[config.mk]
export PLATFORM = sky130hd
export DESIGN_NAME = tdm_demux8
export DESIGN_NICKNAME = d
export VERILOG_FILES = /design/src/rtl/tdm_demux8.sv
export SDC_FILE = /design/constraint.sdc
export NUM_CORES = 1
export LEC_CHECK = 0
export BUFFER_PORTS_ARGS = -buffer_cell sky130_fd_sc_hd__buf_2
export CAP_MARGIN = 40
export CORE_ASPECT_RATIO = 1.4
export CORE_MARGIN = 10
export CORE_UTILIZATION = 50
export CTS_BUF_LIST = sky130_fd_sc_hd__clkbuf_4
export CTS_CLUSTER_DIAMETER = 200
export CTS_CLUSTER_SIZE = 28
export DETAILED_ROUTE_END_ITERATION = 12
export PLACE_DENSITY = 0.76
export SLEW_MARGIN = 10
export SYNTH_ARGS = -nofsm -noshare
export SYNTH_HDL_FRONTEND = slang
export SYNTH_SLANG_ARGS = --single-unit
[constraint.sdc]
create_clock -name clk -period 1.9 [get_ports clk]
set_clock_uncertainty 0.2 [all_clocks]
set_input_delay 0 -clock clk [delete_from_list [all_inputs] [get_ports clk]]
set_output_delay 0 -clock clk [all_outputs]
set_load 0.02 [all_outputs]
[src/rtl/tdm_demux8.sv]
// tdm_demux8: receive end of an 8:1 TDM link; rebuilds one word per frame of serial slots.
// Optional macro TDM_SYNC_CHECK_EN: a missing frame_start at slot 0 drops back to HUNT.
module tdm_demux8 #(
  parameter int SLOTS = 8,
  parameter int SEL_W = 3
) (
  input  logic             clk,
  input  logic             rst,
  input  logic             din,
  input  logic             din_valid,
  input  logic             frame_start,
  output logic [SEL_W-1:0] slot,
  output logic [SLOTS-1:0] dout,
  output logic             dout_valid,
  output logic             sync_err
);

  typedef enum logic {
    HUNT = 1'b0,
    RECV = 1'b1
  } state_t;

  localparam logic [SEL_W-1:0] LAST_SLOT = SEL_W'(SLOTS - 1);

  state_t           state;
  // The last slot bit goes straight into dout, so only SLOTS-1 bits are buffered.
  logic [SLOTS-2:0] cap;

  always_ff @(posedge clk) begin
    // NOTE: strobes default low every cycle and only the branch that fires raises one;
    // all state here uses non-blocking assignments so every branch sees pre-edge values.
    dout_valid <= 1'b0;
    sync_err   <= 1'b0;

    if (rst) begin
      state <= HUNT;
      slot  <= '0;
      cap   <= '0;
      dout  <= '0;
    end else if (din_valid) begin
      unique case (state)
        HUNT: begin
          if (frame_start) begin
            cap[0] <= din;
            slot   <= SEL_W'(1);
            state  <= RECV;
          end
        end

        RECV: begin
          if (frame_start && (slot != '0)) begin
            // Early marker: abandon the partial frame and treat this bit as slot 0.
            sync_err <= 1'b1;
            cap[0]   <= din;
            slot     <= SEL_W'(1);
          end
`ifdef TDM_SYNC_CHECK_EN
          else if (!frame_start && (slot == '0)) begin
            sync_err <= 1'b1;
            slot     <= '0;
            state    <= HUNT;
          end
`endif
          else if (slot == LAST_SLOT) begin
            dout       <= {din, cap};
            dout_valid <= 1'b1;
            slot       <= '0;
          end else begin
            cap[slot] <= din;
            slot      <= slot + SEL_W'(1);
          end
        end

        default: state <= HUNT;
      endcase
    end
  end

  assert property (@(posedge clk) disable iff (rst) !(dout_valid && sync_err));
  assert property (@(posedge clk) disable iff (rst) slot <= LAST_SLOT);

endmodule
After elaboration in Yosys (flattened, before gate mapping)
Index checks and enable logic that the tools add are counted.
Word-level totals
  output and inout bits: 13
  bits in registers: 21
Operators by class
  bitwise operators: 4
  $add $sub $neg: 1
  reduce and logical (&&, ||, !) cells: 9
  eq/ne operators: 3
  $lt $le $gt $ge: 2
  muxes and demuxes: 15
Operators by type and width (number)
  3-bit two-way mux: 3
  1-bit two-way mux: 8
  4-bit AND reduction: 2
  7-bit bitwise mux: 1
  3-bit one-hot mux with 2 select lines: 1
  3-bit by 4-bit less-than comparator with 1-bit output (second input constant): 1
  1-bit NOT: 4
  4-bit OR reduction: 1
  3-bit by 1-bit adder with 3-bit output (second input constant): 1
  1-bit demux with 3-bit select: 1
  3-bit equality test (second input constant): 1
  3-bit by 1-bit >= comparator with 1-bit output (second input constant): 1
  3-bit != test (second input constant): 1
  3-bit AND reduction: 1
  3-bit nonzero test: 1
  3-bit OR reduction: 1
  1-bit logical AND: 2
  2-bit != test (second input constant): 1
  1-bit one-hot mux with 2 select lines: 1
  2-bit AND reduction: 1

Logic depth before layout (Yosys ltp)
  depth after elaboration: 8
  depth in mapped cells: 6
  depth with buffers taken out: 6

Least setup slack after synthesis
Ideal clock, no wire load.
  kind: register to register
  start: reg slot[1]
  end: reg cap[1]
  data required time: 1.572 ns
  path slack: -0.122 ns
  arrival: 1.694 ns
  period minus slack after synthesis: 2.022 ns
  stages on the path, launching flop included: 7
  path buffers: 0
  cells stage by stage: dfxtp_1 -> ha_1 -> ha_1 -> nand4b_4 -> a2111oi_4 -> mux2i_1 -> nor2_1
On the way
  word-level cells in the longest chain between the ends: 5
  elaborated cells on any way between the ends: 12
  classes of those cells: order compare (2); eq/ne (1); mux (3); bitwise (2); reduce/logical (4)
Ends and longest elaborated chain
  start, declared: RTL line 12  | output logic [SEL_W-1:0] slot,
  start signal, assigned: RTL line 70  | slot <= slot + SEL_W'(1);
  3-bit by 4-bit less-than comparator with 1-bit output (not written as such) / 3-bit by 1-bit >= comparator with 1-bit output (equally long branches): RTL line 69  | cap[slot] <= din;
  1-bit logical AND (not written as such): RTL line 69
  1-bit two-way mux (not written as such): RTL line 69
  1-bit demux with 3-bit select: RTL line 69
  7-bit bitwise mux: RTL line 69
  end signal, assigned by index: RTL line 69
  end, declared: RTL line 27  | logic [SLOTS-2:0] cap;
Parallel ways exist; a longest one is shown, timed or not.
A chain may end at the register's enable or synchronous reset.

Worst setup path after layout
  start: reg slot[0]
  end: reg cap[1]
Same word-level chain as after synthesis.

==> metrics.yaml <==
run_status:
  status: "finished clean"
critical_path:
  cpMaxStageDelayCell: "a2111oi_4"
  required_ns: 1.89
  critPathKind: "reg2reg"
  cp_cell_sequence: "buf_4 -> inv_1 -> ha_2 -> nand2b_4 -> a2111oi_4 -> mux2i_1 -> nor2_1"
  reg2reg_depth: 7
  r2r-start: "slot[0]"
  cp-startpoint: "slot[0]"
  crit_arrival_ns: 1.85
  path_max_fanout: 4
  worst_path_largest_cell_delay_ns: 0.36
  rrSetupSlack_ns: 0.03
  worstSetupEndpointType: "flip-flop"
  startpoint_type: "flip-flop"
  crit_end: "cap[1]"
  reg2reg_to: "cap[1]"
timing:
  rsz0062_at_grt: "true"
  max_clock_freq_ghz: 0.536
  hold_viol_final: 0
  tns_ns: 0
  setup_violations: 0
  slew_violations: 0
  finalCriticalPeriod_ns: 1.87
  hold-worst-slack_ns: 0.302
  period_share_pct: 98.2
  slew_headroom_pct: 76.1
  worstMarginPinSlew_ns: 0.359
layout:
  final_layout_size_suffix_gt1_share_pct: 32.8
  syn_to_final_growth_pct: 23.7
  fin_nets: 131
  diodes: 0
  finish.utilization_pct: 63.6
  final_common_cell: "dfxtp_1"
  stdcell_area_um2: 1240
  most-common-layout-cells: "19 x dfxtp_1, 17 x nor2_1, 17 x buf_2"
place:
  port_buffers: 17
  place_congestion: 0.835
  dp_hpwl_um: 1490
  place_area_um2: 1120
global_routing:
  antenna_found_initial: 0
  grt_pass1_wl_um: 3220
  grt_use_total_pct: 9.24
  grt_pass1_vias: 724
  grt_overflow: 0
  grt_max_degree: 22
routing:
  route.vias.total: 763
  drtIter0Drc: 12
  drtAntennaViolNets: 0
  drc: 0
  routed_wl_um: 2130
  viasPerCell: 5.34
  drtPass1Iterations: 4
  wire_per_inst_um: 14.9
die:
  die-area_um2: 4220
  pin_count: 18
  start_util_pct: 51.4
  die_w_um: 57.8
  num_rows: 19
  design.core.area_um2: 1950
  die_h_um: 73.0
clocking:
  root_buffer: "clkbuf_4"
  insertion_delay_ns: 0.29
  clk_path_buf_depth: 2
  clkSinkCount: 21
  cts_tree: "built"
  h-tree-depth: 1
  clk_pin_slew_ns: 0.11
  numCtsBuffers: 3
power:
  p_leak_nw: 0.514
  cellPowerDensity_nw_per_um2: 605
  vdd_drop_max_uv: 483
yosys:
  postSynthAreaPerCell_um2: 10.3
  ys_warn_count: 0
  synth_area_um2: 1000
  synthCells: 97
  synth.net_count: 105
  ys_ff_latch: 21
  yosysSeqAreaShare_pct: 41.9
  synth.distinct_cells: 29
min_path:
  hold_class: "reg2reg"
  whs_path_depth: 2
job:
  drv_cap: 0
-- how the worst min path moves through the flow --
stage / from / endpoint / slack, ns
detailed placement: din_valid / sync_err / 0.15
global placement: din_valid / sync_err / 0.14
global route: dout[6] / dout[6] / 0.32
floorplan: rst / dout_valid / -0.03
finish: dout[4] / dout[4] / 0.30
CTS: dout[1] / dout[1] / 0.31
-- cells in the mapped netlist --
cell type,instances,area share (%)
a2111oi_4,1,2.7
a21oi_1,3,1.5
a21oi_4,1,1.6
a311oi_1,1,0.87
a32oi_1,1,0.87
a41o_1,1,1.0
and2_1,1,0.62
and4bb_1,2,2.5
buf_2,2,1.0
buf_4,1,0.75
buf_6,2,2.2
clkbuf_1,2,0.75
dfxtp_1,21,42
ha_1,3,3.7
inv_1,3,1.1
inv_2,1,0.37
mux2i_1,15,15
nand2_1,5,1.9
nand2b_1,1,0.62
nand2b_4,1,1.4
nand3_1,1,0.50
nand3b_1,1,0.75
nand4_1,2,1.2
nand4b_1,2,1.7
nand4b_4,1,2.4
nor2_1,17,6.4
nor3_1,1,0.50
nor4b_2,2,3.0
o21ai_0,2,1.0
-- area by class of cell --
cell class                      count  area, um^2
Fill cell                         168         709
Multi-Input combinational cell     65         556
Sequential cell                    21         425
Timing Repair Buffer               28         190
Tap cell                           21        26.3
Clock buffer                        3        22.5
Inverter                            4        15.0
Clock inverter                      1        5.00
-- state kept, by name, summed over array words and instances (netlist names) --
name and flops:
cap 7, dout 8, dout_valid 1, slot 3, state 1, sync_err 1
-- metrics by stage --
step | setup slack [ns] | std cells | power (mW)
2_1_floorplan | 0.0159 | 97 | 0.523
3_3_place_gp | 0.0540 | 133 | 0.539
3_5_place_dp | 0.0106 | 133 | 0.542
4_1_cts | 0.00863 | 141 | 0.757
5_1_grt | -0.0364 | 143 | 0.781
6_report | 0.0337 | 143 | 0.750
-- cells by family (layout without fill, tap and decap cells) --
| logic type | after synthesis | after routing | share of synthesized area [%] |
|---|---|---|---|
| adder cells (fa/ha/maj) | 3 | 3 | 3.75 |
| multiplexers | 15 | 15 | 15.0 |
| flip-flops | 21 | 21 | 41.9 |
| AO/OA/AOI/OAI | 10 | 10 | 9.61 |
| AND/OR/NAND/NOR | 37 | 37 | 23.5 |
| buffers and inverters | 11 | 36 | 6.24 |
-- routing by layer --
metal  GRT usage (%)  part of all wire, %
met1            9.92                   45
met2            15.9                   51
met3            2.44                  3.7
met4            4.97                 0.66
met5               0                    0
-- critical path, delay by kind of cell, from the launching register on --
family	cells	cell delay, ns
buf+inv	2	0.25
mux	1	0.22
simple gates	2	0.14
fa+ha+maj	1	0.23
compound gates	1	0.36
flops	1	0.35
-- where the power goes --
group          total, mW  switching [mW]  leakage (nW)  internal, mW
clock network      0.206           0.128        0.0177        0.0782
registers          0.453         0.00732         0.171         0.445
logic             0.0916          0.0548         0.326        0.0368
-- what timing repair did --
item,CTS,global route
pin swaps,0,2
hold endpoints to repair,21,0
setup buffers,0,2
hold buffers,4,0
gates resized for setup,1,5
setup endpoints to repair,2,2
Note: power is estimated with default switching activity, not from simulation.
